File: config.mk
export PLATFORM = sky130hd
export DESIGN_NAME = nios2_oci_dct_packer
export DESIGN_NICKNAME = d
export VERILOG_FILES = /design/src/rtl/nios2_oci_dct_pkg.sv /design/src/rtl/nios2_oci_dct_outreg.sv /design/src/rtl/nios2_oci_dct_packer.sv
export SDC_FILE = /design/constraint.sdc
export NUM_CORES = 1
export LEC_CHECK = 0
export ABC_CLOCK_PERIOD_IN_PS = 3960
export CAP_MARGIN = 20
export CORE_MARGIN = 2
export CORE_UTILIZATION = 50
export CTS_CLUSTER_DIAMETER = 60
export DETAILED_ROUTE_END_ITERATION = 16
export GPL_ROUTABILITY_DRIVEN = 0
export PLACE_DENSITY_LB_ADDON = 0.25
export SETUP_SLACK_MARGIN = 0.1
export SLEW_MARGIN = 0
export SYNTH_ARGS = -nofsm -noshare
export SYNTH_HDL_FRONTEND = slang
export SYNTH_SLANG_ARGS = --single-unit
File: constraint.sdc
create_clock -name clk -period 3.96 [get_ports clk]
set_clock_uncertainty 0.05 [all_clocks]
set_input_delay 1.188 -clock clk [delete_from_list [all_inputs] [get_ports clk]]
set_output_delay 1.188 -clock clk [all_outputs]
set_load 0.03 [all_outputs]
File: src/rtl/nios2_oci_dct_pkg.sv
`default_nettype none
// ============================================================================
// Module  : nios2_oci_dct_pkg
// Brief   : Shared widths, FSM states and trace code encodings for the packer.
// Revision: 1.0
// ============================================================================
package nios2_oci_dct_pkg;

    localparam int CODE_W = 2;
    localparam int SLOTS  = 15;
    localparam int BUF_W  = CODE_W * SLOTS;
    localparam int CNT_W  = 4;

    typedef enum logic [1:0] {
        EMPTY   = 2'd0,
        FILLING = 2'd1,
        FULL    = 2'd2
    } dct_state_t;

    typedef enum logic [CODE_W-1:0] {
        CODE_NONE   = 2'b00,
        CODE_LOAD   = 2'b01,
        CODE_STORE  = 2'b10,
        CODE_MARKER = 2'b11
    } dct_code_t;

endpackage
`default_nettype wire

File: src/rtl/nios2_oci_dct_outreg.sv
`default_nettype none
// ============================================================================
// Module  : nios2_oci_dct_outreg
// Brief   : One-entry valid/ready output register; pop and push may share a cycle.
// Revision: 1.0
// ============================================================================
module nios2_oci_dct_outreg
    import nios2_oci_dct_pkg::*;
(
    input  logic             clk,
    input  logic             reset,
    input  logic             push,
    input  logic [BUF_W-1:0] push_buffer,
    input  logic [CNT_W-1:0] push_count,
    output logic             free,
    output logic [BUF_W-1:0] dct_buffer,
    output logic [CNT_W-1:0] dct_count,
    output logic             dct_valid,
    input  logic             dct_ready
);

    assign free = !dct_valid || dct_ready;

    // Data is only loaded on a push, so it stays stable while stalled.
    always_ff @(posedge clk or posedge reset) begin
        if (reset) begin
            dct_buffer <= '0;
            dct_count  <= '0;
            dct_valid  <= 1'b0;
        end else if (push && free) begin
            dct_buffer <= push_buffer;
            dct_count  <= push_count;
            dct_valid  <= 1'b1;
        end else if (dct_ready) begin
            dct_valid  <= 1'b0;
        end
    end

endmodule
`default_nettype wire

File: src/rtl/nios2_oci_dct_packer.sv
`default_nettype none
// ============================================================================
// Module  : nios2_oci_dct_packer
// Brief   : Packs 2-bit trace codes into 30-bit words; accumulator, FSM and
//           overflow tracking in front of a one-entry output register.
//           NIOS2_OCI_DCT_DROPCNT_EN adds a saturating drop_count output.
// Revision: 1.0
// ============================================================================
module nios2_oci_dct_packer
    import nios2_oci_dct_pkg::*;
(
    input  logic              clk,
    input  logic              reset,
    input  logic              trace_enable,
    input  logic              code_valid,
    input  logic [CODE_W-1:0] code,
    input  logic              flush,
    output logic [BUF_W-1:0]  dct_buffer,
    output logic [CNT_W-1:0]  dct_count,
    output logic              dct_valid,
    input  logic              dct_ready,
    output logic              overflow,
    input  logic              overflow_clr
`ifdef NIOS2_OCI_DCT_DROPCNT_EN
    ,
    output logic [15:0]       drop_count
`endif
);

    dct_state_t       r_state;
    logic [BUF_W-1:0] r_acc;
    logic [CNT_W-1:0] r_cnt;
    logic             r_flush_pend;

    logic             w_out_free;
    logic             w_accept;
    logic             w_drop;
    logic [BUF_W-1:0] w_acc_nxt;
    logic [CNT_W-1:0] w_cnt_nxt;
    logic             w_flush_req;
    logic             w_xfer;

    assign w_accept    = trace_enable && code_valid && (r_state != FULL);
    assign w_drop      = trace_enable && code_valid && (r_state == FULL);
    assign w_acc_nxt   = w_accept ? {r_acc[BUF_W-CODE_W-1:0], code} : r_acc;
    assign w_cnt_nxt   = r_cnt + {{(CNT_W-1){1'b0}}, w_accept};
    assign w_flush_req = flush || r_flush_pend;

    // A same-cycle code is already counted in w_cnt_nxt, so it joins the flushed word.
    assign w_xfer = w_out_free &&
                    ((w_cnt_nxt == CNT_W'(SLOTS)) ||
                     (w_flush_req && (w_cnt_nxt != '0)));

    always_ff @(posedge clk or posedge reset) begin
        if (reset) begin
            r_acc        <= '0;
            r_cnt        <= '0;
            r_flush_pend <= 1'b0;
            r_state      <= EMPTY;
        end else if (w_xfer) begin
            r_acc        <= '0;
            r_cnt        <= '0;
            r_flush_pend <= 1'b0;
            r_state      <= EMPTY;
        end else begin
            r_acc        <= w_acc_nxt;
            r_cnt        <= w_cnt_nxt;
            r_flush_pend <= w_flush_req && (w_cnt_nxt != '0);
            if (w_cnt_nxt == '0)
                r_state <= EMPTY;
            else if (w_cnt_nxt == CNT_W'(SLOTS))
                r_state <= FULL;
            else
                r_state <= FILLING;
        end
    end

    // A drop in the clearing cycle wins, keeping the flag set.
    always_ff @(posedge clk or posedge reset) begin
        if (reset)
            overflow <= 1'b0;
        else if (w_drop)
            overflow <= 1'b1;
        else if (overflow_clr)
            overflow <= 1'b0;
    end

`ifdef NIOS2_OCI_DCT_DROPCNT_EN
    always_ff @(posedge clk or posedge reset) begin
        if (reset)
            drop_count <= '0;
        else if (overflow_clr)
            drop_count <= {15'd0, w_drop};
        else if (w_drop && (drop_count != 16'hFFFF))
            drop_count <= drop_count + 16'd1;
    end
`endif

    nios2_oci_dct_outreg u_outreg (
        .clk         (clk),
        .reset       (reset),
        .push        (w_xfer),
        .push_buffer (w_acc_nxt),
        .push_count  (w_cnt_nxt),
        .free        (w_out_free),
        .dct_buffer  (dct_buffer),
        .dct_count   (dct_count),
        .dct_valid   (dct_valid),
        .dct_ready   (dct_ready)
    );

endmodule
`default_nettype wire

Yosys cells after proc, flatten, opt, wreduce, memory -nomap -nowiden
Index checks and enable logic that the tools add are counted.
{ "totals": {"reg_bits": 73, "output_inout_bits": 36, "wordCells": 37} }
{ "op_classes": {"n_addsub": 1, "n_eq_ne": 3, "n_mux": 11, "n_reduce_logical": 14} }
{ "op_table": {"columns": ["op", "n"], "rows": [
  ["30-bit 2-to-1 mux", 2],
  ["1-bit logical AND", 6],
  ["2-bit 2-to-1 mux", 3],
  ["1-bit 2-to-1 mux", 5],
  ["4-bit by 1-bit adder with 4-bit output", 1],
  ["4-bit equality test, second input constant", 1],
  ["4-bit zero test", 1],
  ["4-bit 2-to-1 mux", 1],
  ["2-bit nonzero test", 2],
  ["4-bit nonzero test", 1],
  ["1-bit logical OR", 3],
  ["2-bit equality test, second input constant", 1],
  ["2-bit != test, second input constant", 1],
  ["1-bit zero test", 1]
]} }

Depth between registers and ports, before layout
Gate-level depths: netlist (run 1).
{ "depth": {"ltp_word": 9, "depth_mapped": 14} }

Modules after synthesis
Synthesis (run 1) repeated with hierarchy kept, for this count alone.
{ "unflattened": {"hier_cells": 215, "area_unflattened_um2": 3410.8} }
{ "by_module_without_submodules": {"columns": ["mod", "instances", "cells_each", "area_each_um2"], "rows": [
  ["nios2_oci_dct_packer", 1, 139, 1943.1],
  ["nios2_oci_dct_outreg", 1, 76, 1467.7]
]} }

Worst setup path before layout (run 1)
No wires, ideal clock.
{ "synth_timing": {"path_type": "in2reg", "startpoint": "input trace_enable", "endpoint": "register u_outreg.dct_buffer[11]", "setup_ps": 125, "t_arrival_ps": 3694, "slack_ps": 91, "path_stages": 12, "path_cell_list": "nand2_1 > a21oi_1 > buf_2 > buf_2 > ha_1 > ha_1 > clkbuf_1 > a311oi_1 > o21ai_1 > a22o_1 > buf_2 > mux2_4"} }
{ "synth_between": {"elab_chain_len": 8, "elab_cells_between_ends": 10} }
{ "synth_rtl": {"columns": ["element", "line_no", "rtl"], "rows": [
  ["start: declaration", "nios2_oci_dct_packer.sv:14", "input logic trace_enable,"],
  ["1-bit logical AND * (2 in series)", "nios2_oci_dct_packer.sv:43", "assign w_accept = trace_enable && code_valid && (r_state != FULL);"],
  ["4-bit by 1-bit adder with 4-bit output *", "nios2_oci_dct_packer.sv:46", "assign w_cnt_nxt = r_cnt + {{(CNT_W-1){1'b0}}, w_accept};"],
  ["via u_outreg.push_count[1]", "nios2_oci_dct_outreg.sv:14", "input logic [CNT_W-1:0] push_count,"],
  ["4-bit nonzero test", "nios2_oci_dct_packer.sv:52", "(w_flush_req && (w_cnt_nxt != '0)));"],
  ["1-bit logical AND", "nios2_oci_dct_packer.sv:52", null],
  ["1-bit logical OR *", "nios2_oci_dct_packer.sv:51", "((w_cnt_nxt == CNT_W'(SLOTS)) ||"],
  ["1-bit logical AND *", "nios2_oci_dct_packer.sv:50", "assign w_xfer = w_out_free &&"],
  ["1-bit logical AND *", "nios2_oci_dct_outreg.sv:30", "end else if (push && free) begin"],
  ["end signal: assignment", "nios2_oci_dct_outreg.sv:31", "dct_buffer <= push_buffer;"],
  ["end: declaration", "nios2_oci_dct_outreg.sv:16", "output logic [BUF_W-1:0] dct_buffer,"]
]} }
The timed path passes the listed nets; every way through them passes the cells marked *.
A chain may end at the register's enable or synchronous reset.

Worst setup path in the final report (run 1)
{ "layout_timing": {"startpoint": "input trace_enable", "endpoint": "register u_outreg.dct_buffer[12]"} }
{ "layout_between": {"elab_chain_len": 8, "elab_cells_between_ends": 10} }
{ "layout_rtl": {"columns": ["element", "line_no"], "rows": [
  ["1-bit logical AND * (2 in series)", "nios2_oci_dct_packer.sv:43"],
  ["4-bit by 1-bit adder with 4-bit output", "nios2_oci_dct_packer.sv:46"],
  ["4-bit nonzero test", "nios2_oci_dct_packer.sv:52"],
  ["1-bit logical AND", "nios2_oci_dct_packer.sv:52"],
  ["1-bit logical OR", "nios2_oci_dct_packer.sv:51"],
  ["1-bit logical AND", "nios2_oci_dct_packer.sv:50"],
  ["1-bit logical AND", "nios2_oci_dct_outreg.sv:30"]
]} }
Mark *: on every way between the ends. The rest lies on a longest branch, timed or not.

==> results of run 1 <==
registers in the layout, summed over array words and instances, names as in the netlist:
name                 count
u_outreg.dct_buffer     30
r_cnt                    4
overflow                 1
u_outreg.dct_valid       1
r_state                  2
r_flush_pend             1
u_outreg.dct_count       4
r_acc                   30
worst max-delay path, stage by stage:
cell and delay, ns:
clkdlybuf4s50_1 0.47, nand2_1 0.11, a21oi_4 0.13, ha_1 0.22, ha_1 0.29, nor2b_1 0.27, a21oi_1 0.07, o21ai_1 0.21
a22o_2 0.26, buf_12 0.23, mux2_2 0.36
cells by family after synthesis:
family | synth area share (%)
AOI/OAI and AO/OA | 3.78
xor gates and xnor gates | 0.564
adders and majority gates | 0.805
buffers and inverters | 5.03
DFF | 58.8
muxes | 21.5
and+or+nand+nor | 9.50
worst min path at each step:
stage                     cells after the start       start        to  slack [ns]
final                                         1  r_state[0]  overflow        0.44
after global routing                          1  r_state[0]  overflow        0.47
after CTS                                     1  r_state[0]  overflow        0.44
after detailed placement                      1  r_state[0]  overflow        0.44
after global placement                        1  r_state[0]  overflow        0.42
after floorplan                               1  r_state[0]  overflow        0.39
stage by stage:
step	setup slack, ns	hold WS, ns	cells
floorplan	0.175	0.394	244
global placement	0.100	0.422	355
detailed placement	0.00968	0.440	355
CTS	0.359	0.444	371
global route	0.175	0.468	371
finish	0.300	0.442	371
layer usage:
layer / vias up / wire (um) / GRT usage [%]
met2: 52 / 2560 / 25.0
met4: 0 / 85 / 7.75
met3: 8 / 245 / 5.57
met1: 961 / 2460 / 23.2
li1: 908 / - / -
met5: - / 0 / 0
cells in the final DEF (no fill, tap or decap), drive strengths merged, types with 2 or more instances in the layout:
cell	synthesis	routed
nor2b	20	20
bufinv	0	2
a21oi	4	4
o21ai	4	4
inv	19	19
buf	10	4
and3	2	2
ha	2	2
dfrtp	73	73
mux2i	26	26
nand2	7	7
xnor2	2	2
and2	2	2
mux2	36	36
clkinv	0	4
clkdlybuf4s50	0	44
nor2	21	21
clkbuf	2	9
cell type report:
cell class	count	area (um^2)
Clock buffer	9	124
Sequential cell	73	1830
Inverter	19	71.3
Timing Repair Buffer	48	508
Tap cell	75	93.8
Clock inverter	7	95.1
Multi-Input combinational cell	140	1140
Fill cell	466	2100
power breakdown:
part	total [uW]	switching [uW]	internal, uW	leakage (uW)
clock	635	280	354	0.000109
combinational	770	445	326	0.000712
sequential	907	59.3	848	0.00100
==> metrics.txt, run 1 <==
outcome completed; DRT Pass-1 Iters 4; reg-to-reg startpoint r_state[0]; cell area after layout 3860 um^2; initial antenna violation count 0; Final min period 3.66 ns; fmax 273 MHz; EDFF count, synth 0; first-pass GRT wire length 9370 um; post-synthesis area per instance 12.7 um^2; detail-routed via count per cell 5.20; Total GRT Usage 17.1%; final wirelength 5350 um; WS Path Type in2reg; die area 6860 um^2; Slew @ Worst Pin 0.710 ns; Initial Util 52.2%; fraction of layout cells with a size suffix above 1 20.3%; Post-layout nets 302; Detailed Place HPWL 3400 um; WP data arrival 3.84 ns; post-route ant nets 0; root buffer cell clkbuf_8; yosys warns 0; Static Leakage 0.00182 uW; Worst Setup End Kind flop; most frequent cell after synthesis dfrtp_1; VDD IR max 402 uV; Final Hold Fails 0; via count 1929; Area Growth Syn to Fin 24.1%; CTS tree done; maximum buffer depth of the clock tree 2; Remaining DRCs 0; post-place instance area 3640 um^2; vias in the first global route 1998; I/O Buffers 44; grt total ovfl 0; crit path to u_outreg.dct_buffer[12]; Post-Syn Area 3110 um^2; max-cap violations 0; RSZ-0062 raised after global routing false; Die Wd 82.8 um; Reg2Reg Setup Slack 1.25 ns; Syn Nets 255; synthesized flop and latch total 73; largest net degree at the start of global routing 74; Final period util 92.4%; clk slew on worst S/H paths 0.08 ns; share of the synthesized area in the top cell type 58.8%; I/O pin count 45; Wirelength per Cell 14.4 um; worst setup path startpoint trace_enable; Pwr Total 2310 uW; Pwr Density 600 nW/um^2; Clock Sinks 73; Setup Total Neg Slack 0 ns; Chip Height 82.8 um; R2R depth 10; Setup Buffers After CTS 0; sequential share of the synthesized area 58.8%; CP Max Fanout 39; CP Launch Type input pin; Setup-failing EPs final 0; Rel. slew slack 52.1%; post-CTS resize count 0; fin util 64.7%; cell taking the most area after synthesis dfrtp_1; Commonest cells post-synth dfrtp_1, mux2_2, mux2i_1; top cells by area, synth dfrtp_1, mux2_2, mux2i_1; H-tree Lvls 3; Synth Instances 244; CP required 4.14 ns; synth unique cells 34; initial drt markers 125; CTS Hold Buffers Added 0; ANT cells 0; worst reg2reg endpoint u_outreg.dct_buffer[12]; Async SR Flop Fraction 100%; CTS buffer count 9; FP Rows 28; Clock Latency Late Sink 0.35 ns; Hold Crit Class reg2reg; final-report max-slew violation count 0; Synth Flop Type dfrtp_1; Core ar. 5960 um^2
Power figures use the tool's default switching activity.
==> run 2, diff against run 1 <==
ABC_AREA = 1   (was default)
HOLD_SLACK_MARGIN = 0.12   (was default)
TNS_END_PERCENT = 10   (was default)
==> metrics.txt, run 2 <==
I/O Buffers 44 (unchanged); clk slew on worst S/H paths 0.07 ns (about the same); commonest non-fill, non-tap cell in the layout nand2_1; Core ar. 6310 um^2 (+6.0%); Post-Syn Area 3230 um^2 (+3.9%); most frequent cells in the layout nand2_1, dfrtp_1, clkdlybuf4s50_1, nand3_1, inv_1; final-report max-slew violation count 0 (unchanged); Final Hold Fails 0 (unchanged); sequential share of the synthesized area 56.6% (-2.2 points); share of the synthesized area in the top cell type 56.6% (-2.2 points); synth unique cells 23 (-32%); CP Max Fanout 36 (-7.7%); Pwr Density 555 nW/um^2 (-7.5%); WP data arrival 3.46 ns (-0.38 ns); Rel. slew slack 59.5% (+7.4 points); post-route ant nets 0 (unchanged); Static Leakage 0.00195 uW (+6.9%); WS Path Type in2reg; max-cap violations 0 (unchanged); I/O pin count 45 (unchanged); Clock Latency Late Sink 0.34 ns (about the same); post-CTS resize count 0 (unchanged); Setup Total Neg Slack 0 ns (unchanged); ANT cells 0 (unchanged); Chip Height 84.4 um (+1.8%); CTS tree done; hold slack 0.421 ns (-0.0205 ns); Clock Sinks 73 (unchanged); DRT Pass-1 Iters 4 (unchanged); Reg2Reg Setup Slack 1.56 ns (+0.31 ns); Async SR Flop Fraction 100% (unchanged); top cells by area, synth dfrtp_1, nand2_1, nand3_1; final wirelength 6140 um (+15%); root buffer cell clkbuf_8; Detailed Place HPWL 3900 um (+15%); maximum buffer depth of the clock tree 2 (unchanged); Total GRT Usage 19.1% (+2.0 points); pre-CTS setup slack 0.395 ns (+0.385 ns); Synth Flop Type dfrtp_1; post-synthesis area per instance 9.07 um^2 (-29%); Final period util 81.5% (-11 points); synthesized flop and latch total 73 (unchanged); CTS Hold Buffers Added 0 (unchanged); Syn Nets 367 (+44%); EDFF count, synth 0 (unchanged); cell taking the most area after synthesis dfrtp_1; Remaining DRCs 0 (unchanged); Worst Setup End Kind flop; grt total ovfl 0 (unchanged); Slew @ Worst Pin 0.606 ns (-0.103 ns); post-place instance area 3700 um^2 (+1.9%); Setup Buffers After CTS 0 (unchanged); detail-routed via count per cell 5.09 (-2.0%); vias in the first global route 2512 (+26%); Setup-failing EPs final 0 (unchanged); Final min period 3.23 ns (-0.433 ns); CP required 4.19 ns (+0.05 ns); cell area after layout 3900 um^2 (+1.1%); Wirelength per Cell 12.9 um (-11%); Synth Instances 356 (+46%); yosys warns 0 (unchanged); initial drt markers 116 (-7.2%); RSZ-0062 raised after global routing false; largest net degree at the start of global routing 38 (-49%); H-tree Lvls 3 (unchanged); Commonest cells post-synth nand2_1, dfrtp_1, nand3_1; VDD IR max 393 uV (-2.2%); via count 2430 (+26%); Initial Util 51.1% (-1.0 points); fraction of layout cells with a size suffix above 1 10.5% (-9.8 points); Hold Crit Class reg2reg; fin util 61.8% (-3.0 points); die area 7120 um^2 (+3.7%); Largest regs r_acc x30, u_outreg.dct_buffer x30; most frequent cell after synthesis nand2_1; first-pass GRT wire length 10900 um (+17%); layout filler cell count 544 (+17%); initial antenna violation count 0 (unchanged); Die Wd 84.4 um (+1.8%); fmax 310 MHz (+13%); CP Launch Type input pin; FP Rows 29 (+3.6%); Post-layout nets 407 (+35%); Area Growth Syn to Fin 20.8%; setup ws final 0.732 ns (+0.433 ns); outcome completed; CTS buffer count 9 (unchanged)
==> run 2: cell types whose count changed after synthesis, sizes merged, moves of 6 or more <==
cell,change
mux2,-36
nand3,+35
a21boi,+30
o21ai,+14
nor2,-17
nand2,+133
nor2b,-20
mux2i,-26
buf,+6
==> run 2: stage by stage <==
stage                     total power (uW)  std cells
after detailed placement              1610        462
after global placement                1590        462
after global routing                  2280        477
after CTS                             2190        477
after floorplan                       1420        356
final                                 2160        477
==> run 2: where the power goes <==
part           total, uW  internal (uW)  switching [uW]
Sequential           884            838            45.7
Combinational        701            223             478
Clock                579            320             259
Total               2160           1380             782
==> run 2: layer usage <==
| metal | routed length [um] | track usage, % | up-vias | share of wire (%) |
|---|---|---|---|---|
| li1 | - | - | 1213 | - |
| met1 | 2850 | 24.3 | 1154 | 46 |
| met2 | 2940 | 31.6 | 49 | 48 |
| met3 | 221 | 3.05 | 14 | 3.6 |
| met4 | 134 | 9.81 | 0 | 2.2 |
| met5 | 0 | 0 | - | 0 |
==> run 2: worst paths after layout <==
path | startpoint | to | depth (start not counted)
min reg2reg | u_outreg.dct_buffer[4] | u_outreg.dct_buffer[4] | 2
min | u_outreg.dct_buffer[4] | u_outreg.dct_buffer[4] | 2
min in group asynchronous | reset | r_acc[18] | 2
max | trace_enable | u_outreg.dct_buffer[5] | 14
max in group asynchronous | reset | r_acc[6] | 3
max reg2reg | r_state[0] | u_outreg.dct_buffer[5] | 15
==> run 2: worst max-delay path, stage by stage <==
cell and delay (ns):
clkdlybuf4s50_1 0.48, nand3_1 0.11, inv_1 0.10, ha_1 0.20, ha_1 0.27, inv_1 0.09, nand2_1 0.05, nor2_1 0.10
nand2_1 0.08, nand2_2 0.10, nand2_4 0.15, nand2_4 0.35, nand2_1 0.11, nand2_1 0.07
==> run 2: final cells by class <==
type / count / area (um^2) / area share, %
sequential: 73 / 1830 / 46.8
multi-input combinational: 237 / 1180 / 30.3
clock inverter: 3 / 40.0 / 1.03
clock buffer: 12 / 155 / 3.98
inverter: 23 / 86.3 / 2.21
tap: 77 / 96.3 / 2.47
timing repair buffer: 52 / 513 / 13.2
==> run 2: cells by family (layout without fill, tap and decap cells) <==
kind of cell             Yosys count  after routing  share of synthesized area, %
AND/OR/NAND/NOR                  182            182                          25.2
flip-flops                        73             73                          56.6
AO/OA/AOI/OAI                     53             53                          10.6
buffers and inverters             46             90                          6.90
adder cells (fa/ha/maj)            2              2                         0.775
